### src/rtl/alu_issue_ctrl.sv
// alu_issue_ctrl: decodes one instruction into ALU op/operands, captures the ALU result and returns it with valid/ready
module alu_issue_ctrl #(
    parameter int DATA_W = 32,
    parameter int IMM_W  = 16
) (
    input  logic              clk,
    input  logic              reset,
    input  logic              in_valid,
    output logic              in_ready,
    input  logic [5:0]        opcode,
    input  logic [5:0]        funct,
    input  logic [DATA_W-1:0] rs_val,
    input  logic [DATA_W-1:0] rt_val,
    input  logic [IMM_W-1:0]  imm,
    output logic [DATA_W-1:0] alu_in1,
    output logic [DATA_W-1:0] alu_in2,
    output logic [3:0]        alu_op,
    input  logic [DATA_W-1:0] alu_out,
    input  logic              alu_zero,
    output logic              res_valid,
    input  logic              res_ready,
    output logic [DATA_W-1:0] res_data,
    output logic              res_taken,
    output logic              res_illegal
);
    typedef enum logic [1:0] {IDLE, DECODE, EXEC, DONE} state_t;
    state_t state, state_n;
    logic [5:0] op_q, fn_q;
    logic [DATA_W-1:0] rs_q, rt_q, se, ze, in2_d;
    logic [IMM_W-1:0] imm_q;
    logic [3:0] op_d;
    logic ill_d, beq_d, bne_d, ill_q, beq_q, bne_q, settle;
    assign se = {{(DATA_W-IMM_W){imm_q[IMM_W-1]}}, imm_q};
    assign ze = {{(DATA_W-IMM_W){1'b0}}, imm_q};
    assign in_ready = (state == IDLE) && !reset;
    assign res_valid = (state == DONE);
    always_comb begin
        op_d = 4'b0000;
        in2_d = '0;
        ill_d = 1'b0;
        beq_d = 1'b0;
        bne_d = 1'b0;
        case (op_q)
            6'h00: begin
                in2_d = rt_q;
                case (fn_q)
                    6'h20: op_d = 4'b0010;
                    6'h22: op_d = 4'b0110;
                    6'h24: op_d = 4'b0000;
                    6'h25: op_d = 4'b0001;
                    6'h2A: op_d = 4'b0111;
                    default: ill_d = 1'b1;
                endcase
            end
            6'h08, 6'h23, 6'h2B: begin op_d = 4'b0010; in2_d = se; end
            6'h0A: begin op_d = 4'b0111; in2_d = se; end
            6'h0C: begin op_d = 4'b0000; in2_d = ze; end
            6'h0D: begin op_d = 4'b0001; in2_d = ze; end
            6'h04: begin op_d = 4'b0110; in2_d = rt_q; beq_d = 1'b1; end
            6'h05: begin op_d = 4'b0110; in2_d = rt_q; bne_d = 1'b1; end
            default: ill_d = 1'b1;
        endcase
    end
    // EXEC takes two cycles: the first lets the registered operands settle through the external ALU
    always_comb begin
        state_n = state;
        case (state)
            IDLE:    state_n = in_valid ? DECODE : IDLE;
            DECODE:  state_n = EXEC;
            EXEC:    state_n = settle ? DONE : EXEC;
            default: state_n = res_ready ? IDLE : DONE;
        endcase
    end
    always_ff @(posedge clk) begin
        if (reset) begin
            state <= IDLE;
            settle <= 1'b0;
            op_q <= '0;
            fn_q <= '0;
            rs_q <= '0;
            rt_q <= '0;
            imm_q <= '0;
            ill_q <= 1'b0;
            beq_q <= 1'b0;
            bne_q <= 1'b0;
            alu_op <= '0;
            alu_in1 <= '0;
            alu_in2 <= '0;
            res_data <= '0;
            res_taken <= 1'b0;
            res_illegal <= 1'b0;
        end else begin
            state <= state_n;
            settle <= (state == EXEC) && !settle;
            if (in_ready && in_valid) begin
                op_q <= opcode;
                fn_q <= funct;
                rs_q <= rs_val;
                rt_q <= rt_val;
                imm_q <= imm;
            end
            if (state == DECODE) begin
                alu_op <= ill_d ? 4'b0000 : op_d;
                alu_in1 <= ill_d ? '0 : rs_q;
                alu_in2 <= ill_d ? '0 : in2_d;
                ill_q <= ill_d;
                beq_q <= beq_d && !ill_d;
                bne_q <= bne_d && !ill_d;
            end
            if (state == EXEC && settle) begin
                res_data <= ill_q ? '0 : alu_out;
                res_taken <= (beq_q && alu_zero) || (bne_q && !alu_zero);
                res_illegal <= ill_q;
            end
        end
    end
endmodule
### config.mk
export PLATFORM = sky130hd
export DESIGN_NAME = alu_issue_ctrl
export DESIGN_NICKNAME = d
export VERILOG_FILES = /design/src/rtl/alu_issue_ctrl.sv
export SDC_FILE = /design/constraint.sdc
export NUM_CORES = 1
export LEC_CHECK = 0
export CAP_MARGIN = 10
export CORE_AREA = 2 2 130 132
export CTS_CLUSTER_DIAMETER = 50
export DETAILED_ROUTE_END_ITERATION = 7
export DIE_AREA = 0 0 132 134
export HOLD_SLACK_MARGIN = 0.08
export PLACE_DENSITY = 0.8
export SETUP_SLACK_MARGIN = 0.3
export SYNTH_ARGS = -nofsm -noshare
export SYNTH_HDL_FRONTEND = slang
export SYNTH_SLANG_ARGS = --single-unit
### constraint.sdc
create_clock -name clk -period 2.5 [get_ports clk]
set_input_delay 0.75 -clock clk [delete_from_list [all_inputs] [get_ports clk]]
set_output_delay 0.75 -clock clk [all_outputs]
set_load 0.01 [all_outputs]
==> out/results.ini, run 1 <==
[detailed_routing]
route.detailed.drc = 0
vias = 6680
postRouteAntennaNets = 0
viasPerCell = 5.20
wl_per_cell_um = 15.2
first_pass_iters = 5
drtIter0Drc = 341
wl_um = 19500

[critical_path]
path_buf_inv = 1
crit_path_start_kind = register
path_delay_family = buffers and inverters
critPathCaptureType = output pin
cpPeakStageDelay_ns = 0.62
cp.arrival_ns = 1.36
cp_data_required_time_ns = 1.75
worstPathCellList = clkdlybuf4s50_1
path_max_fanout = 2
crit_type = register to output pin
cp_slowest_cell = clkdlybuf4s50_1

[logic_synthesis]
ys_seq_area_share_pct = 54.4
synth_top_area_cell = dfxtp_1
synth_top_family_by_area = compound AO/OA/AOI/OAI gates
syn-num-nets = 990
yosysUniqueCellTypes = 44
muxShareOfSynthArea_pct = 0.427
synthSimpleGateAreaFrac_pct = 19.4
synth.avg_cell_area_sq_um = 8.55
synthArstFlopShare_pct = 0
synth_common_cells = 228 x nand2_1, 199 x dfxtp_1, 144 x a21oi_1
synth-warning-count = 0
ys_ff_latch = 199
synth_compound_area_share_pct = 20.6
synth_edf_count = 0
synth_ff_type = dfxtp_1
synthCells = 857
synthAdderAreaFrac_pct = 0.683
synth_xor_area_share_pct = 0
synth.most_common_cell = nand2_1
yosys-top-cells-area = dfxtp_1 54%, nand2_1 12%, a21oi_1 9.8%, a22o_1 3.8%, nor3b_1 3.5%
synth.cell_area_sq_mm = 0.00733
netlist.area_leader.share_pct = 54.4

[clock_network]
clockRootBuffer = clkbuf_16
clk_path_buf_depth = 2
htree_levels = 4
numCtsBuffers = 17
cts_tree = yes
postCtsHoldBufs = 0
post_cts.repair.setup_buffers = 0
clk_pin_slew_ns = 0.07
clk_latency_ns = 0.42
cts.sink_count = 199

[layout]
nFillCells = 1393
nets = 1184
layout-drive-gt1-share_pct = 7.61
seq_area_sq_mm = 0.00399
area_growth_pct = 43.3
multi_input_area_sq_mm = 0.00307
final_cells = 1284
antenna_cells = 0

[floorplan]
num_rows = 47
ioPinCount = 233
coreArea_sq_mm = 0.0163
dieArea_sq_mm = 0.0177
fp.dieW_um = 132
start_util_pct = 45.0
die_y_um = 134

[power]
powerDensity_mw_per_mm2 = 706
vdd_ir_drop_max_uv = 474
power.switching_w = 0.00187
p_sw_share_pct = 25.3
power_frac_clock_pct = 39.0
internal_power_w = 0.00554
p_seq_share_pct = 46.5
p_comb_share_pct = 14.5
p_leak_nw = 3.77

[timing]
skew_ns = 0.0119
worst_pin_slew_ns = 0.648
finalSetupViolCount = 0
finalCritPeriodShare_pct = 84.5
slew_headroom_pct = 56.4
max_freq_ghz = 0.473
hold_viol_final = 0
slew_violations = 0
tns_ns = 0
rsz0062_at_grt = no
min_period_ns = 2.11

[global_routing]
grt_max_degree = 137
antenna_found_initial = 0
grt_pass1_vias = 6305
grt_overflow = 0
grt_usage_pct = 21.8
grt_pass1_wl_um = 31300

[placed_design]
dp_hpwl_um = 12700
port_buffers = 231
gp_congestion = 0.800
placed_cells = 1252

[outcome]
outcome = completed

[min_path]
hp-class = register to register

[flow_run]
max-cap-violations = 0

-- routing by layer --
metal | vias to the layer above | wire length [um] | GRT usage (%)
met1 | 3162 | 8130 | 26.8
met5 | - | 0 | 0
li1 | 3287 | - | -
met3 | 18 | 1470 | 7.22
met4 | 0 | 283 | 6.04
met2 | 213 | 9650 | 36.5
-- cells by family after synthesis --
group                    after synthesis
adder cells (fa/ha/maj)                4
flip-flops                           199
AO/OA/AOI/OAI                        245
other                                  1
buffers and inverters                 78
multiplexers                           3
AND/OR/NAND/NOR                      327
-- registers in the layout, indices dropped and copies added, names as in the netlist --
register     flops
beq_q            1
state            2
res_data        32
fn_q             6
res_illegal      1
alu_op           3
ill_q            1
settle           1
imm_q           16
rt_q            32
alu_in2         32
rs_q            32
op_q             6
bne_q            1
res_taken        1
alu_in1         32
-- stage by stage --
step | cell area [sq um] | setup WS (ns) | power, W | hold slack [ns] | util (%)
global placement | 9860 | 0.227 | 0.00456 | 0.435 | 60.5
CTS | 10500 | 0.268 | 0.00747 | 0.449 | 64.4
floorplan | 7330 | 0.370 | 0.00408 | 0.422 | -
finish | 10500 | 0.388 | 0.00741 | 0.447 | 64.4
global route | 10500 | 0.328 | 0.00772 | 0.468 | 64.4
detailed placement | 9860 | 0.237 | 0.00458 | 0.439 | 60.5
-- path summary, 6_finish.rpt --
kind                 endpoint  cells after the start        start  slack [ns]
setup / recovery   alu_in2[0]                      1   alu_in2[0]        0.39
hold / removal    alu_in2[21]                      2  alu_in2[21]        0.45
setup reg to reg    alu_op[0]                      5      op_q[5]        0.46
hold reg to reg   alu_in2[21]                      2  alu_in2[21]        0.45
-- repair_timing --
item                                    in CTS  in global routing
endpoints found under the setup margin       2                  7
pin swaps                                    0                  1
gates resized for setup                      4                  8
-- power groups by stage --
stage                     Clock, W  Sequential [W]  Combinational [W]
after floorplan                  0         0.00349           0.000599
after global placement           0         0.00351            0.00105
after detailed placement         0         0.00352            0.00107
after CTS                  0.00294         0.00344            0.00108
after global routing       0.00306         0.00347            0.00119
final                      0.00289         0.00345            0.00108
-- final cells by class --
| cell class | instances | area share (%) |
|---|---|---|
| clock buffers | 22 | 4.33 |
| well taps | 220 | 2.62 |
| clock inverters | 10 | 1.59 |
| inverters | 7 | 0.250 |
| flip-flops and latches | 199 | 38.0 |
| repair buffers | 246 | 24.0 |
| multi-input cells | 580 | 29.3 |
-- cell usage in the layout (no fill, tap or decap), drive strengths merged, types with 2 or more instances in the layout --
cell           count
clkdlybuf4s50    228
nand2            228
dfxtp            199
a21oi            144
nor2              44
o21ai             38
nor3b             34
a22o              32
clkbuf            23
a22oi             16
buf               16
inv               10
bufinv             4
ha                 4
nor2b              3
nand2b             3
nand3              3
o31ai              3
nor4               2
mux2i              2
a221oi             2
a211oi             2
a32oi              2
clkinv             2
o311ai             2
(Power assumes the default switching activity.)
==> run 2: changes to the inputs <==
==> constraint.sdc (replaced) <==
create_clock -name clk -period 2.2 [get_ports clk]
set_input_delay 0.66 -clock clk [delete_from_list [all_inputs] [get_ports clk]]
set_output_delay 0.66 -clock clk [all_outputs]
set_load 0.01 [all_outputs]
==> run 2 against run 1 <==
Effect of this change: clock skew shrank 0.0045 ns; die area is the same; combinational power grew 16%; design area grew 0.13%; critical endpoint is now alu_in1[16]; first-iteration DRC count grew 23%; non-clock buffer count grew 6; sequential power grew 14%.
==> out/results.ini, run 2 (synthesized netlist as in run 1, its figures left out) <==
[detailed_routing]
first_pass_iters = 4  ; -1
drtIter0Drc = 419  ; +23%
vias = 6716  ; +0.54%
wl_um = 20100  ; +2.9%
postRouteAntennaNets = 0  ; unchanged
route.detailed.drc = 0  ; unchanged
viasPerCell = 5.21  ; about the same
wl_per_cell_um = 15.6  ; +2.4%

[timing]
min_period_ns = 1.93
max_freq_ghz = 0.519
tns_ns = 0  ; unchanged
slew_headroom_pct = 53.4  ; -3.0 points
hold_viol_final = 0  ; unchanged
skew_ns = 0.00743  ; -0.00447 ns
rsz0062_at_grt = yes
finalCritPeriodShare_pct = 87.6
slew_violations = 0  ; unchanged
worst_pin_slew_ns = 0.699  ; +0.0515 ns
finalSetupViolCount = 0  ; unchanged

[clock_network]
clk_latency_ns = 0.43  ; about the same
postCtsHoldBufs = 0  ; unchanged
cts.sink_count = 199  ; unchanged
clk_pin_slew_ns = 0.07  ; about the same
cts_tree = yes
clk_path_buf_depth = 2  ; unchanged
clockRootBuffer = clkbuf_16
numCtsBuffers = 17  ; unchanged
htree_levels = 4  ; unchanged

[floorplan]
coreArea_sq_mm = 0.0163  ; unchanged
start_util_pct = 45.0  ; unchanged
fp.dieW_um = 132  ; unchanged
die_y_um = 134  ; unchanged
ioPinCount = 233  ; unchanged
dieArea_sq_mm = 0.0177  ; unchanged
num_rows = 47  ; unchanged

[critical_path]
cp.arrival_ns = 2.30  ; +0.94 ns
cp_data_required_time_ns = 2.57  ; +0.82 ns
r2r-start = fn_q[2]
ff2ff_setup_slack_ns = 0.27  ; -0.19 ns
critPathCaptureType = register
path_max_fanout = 16  ; +14
ff2ff_path_depth = 7  ; +2
crit_path_start_kind = register
rr_endpoint = alu_in1[16]
crit_type = register to register

[global_routing]
grt_max_degree = 137  ; unchanged
antenna_found_initial = 0  ; unchanged
grt_pass1_wl_um = 31100  ; -0.72%
grt_usage_pct = 21.7  ; -0.042 points
grt_overflow = 0  ; unchanged
grt_pass1_vias = 6227  ; -1.2%

[power]
p_leak_nw = 4.30  ; +14%
vdd_ir_drop_max_uv = 557  ; +18%
powerDensity_mw_per_mm2 = 777  ; +10%
power_w = 0.00817  ; +10%

[min_path]
min_from = alu_in2[0]
holdPathEnd = alu_in2[0]
hold_path_depth = 2  ; unchanged
hp-class = register to register

[placed_design]
dp_hpwl_um = 12600  ; -0.31%
port_buffers = 231  ; unchanged
gp_congestion = 0.827  ; +3.4%

[flow_run]
max-cap-violations = 0  ; unchanged

[layout]
antenna_cells = 0  ; unchanged
final_common_cell = nand2_1
nets = 1190  ; +0.51%
layout-drive-gt1-share_pct = 9.63  ; +2.0 points
layout_common_cells = 226 x nand2_1, 191 x dfxtp_1, 143 x a21oi_1
area_growth_pct = 43.5
fin_util_pct = 64.5  ; +0.084 points

[outcome]
outcome = completed

==> run 2: cell count changes in the layout (fill, tap and decap cells not counted), sizes merged <==
cell and delta:
buf +3, bufinv -3, clkdlybuf4s15 +1, clkdlybuf4s50 -101
clkinv +3, clkinvlp +2, dlygate4sd2 +100, inv +1
==> run 2: power breakdown <==
part | switching (W) | internal, W
registers | 0.000130 | 0.00379
clock network | 0.00139 | 0.00161
logic | 0.000684 | 0.000564
total | 0.00220 | 0.00597
==> run 2: what timing repair did <==
| action | 4_1_cts | 5_1_grt |
|---|---|---|
| pin swaps | 0 | 6 |
| gates resized for setup | 115 | 21 |
| setup buffers | 0 | 1 |
| setup endpoints to repair | 168 | 70 |
| gates cloned | 0 | 5 |
| hold endpoints to repair | 0 | 0 |
==> run 2: worst max-delay path by stage <==
stage	slack [ns]	depth (start not counted)	startpoint	endpoint
floorplan	0.33	3	reset	in_ready
global placement	0.06	3	reset	in_ready
finish	0.27	7	fn_q[2]	alu_in1[16]
detailed placement	0.06	3	reset	in_ready
CTS	0.20	4	state[0]	in_ready
global route	0.22	7	op_q[1]	alu_in1[16]
==> run 2: per-layer routing <==
layer	part of all wire, %	GRT usage [%]	wire, um	up-vias
met4	1.6	7.79	317	0
met1	43	27.0	8580	3189
met5	0	0	0	-
li1	-	-	-	3307
met2	50	36.7	10000	197
met3	5.8	5.56	1170	23
==> run 2: layout make-up <==
| type | instances | area, sq um |
|---|---|---|
| clock inverters | 13 | 121 |
| multi-input cells | 580 | 3120 |
| repair buffers | 252 | 2530 |
| inverters | 7 | 26.3 |
| well taps | 220 | 275 |
| flip-flops and latches | 199 | 4000 |
| fillers | 1402 | 5780 |
| clock buffers | 19 | 443 |
==> run 2: worst max-delay path: stages (launching register included) <==
cell       delay (ns)
dfxtp_4          0.37
mux2_4           0.32
o311ai_4         0.23
o2111ai_2        0.18
buf_4            0.19
nor2_4           0.20
clkbuf_16        0.23
a22o_1           0.15
==> run 2: stage by stage <==
| stage | hold WS (ns) | setup WS [ns] | cell area [sq um] | instances |
|---|---|---|---|---|
| final | 0.448 | 0.272 | 10500 | 1290 |
| after global routing | 0.467 | 0.223 | 10500 | 1290 |
| after CTS | 0.452 | 0.195 | 10300 | 1284 |
| after detailed placement | 0.439 | 0.0642 | 9860 | 1252 |
| after global placement | 0.434 | 0.0602 | 9860 | 1252 |
| after floorplan | 0.422 | 0.332 | 7330 | 857 |
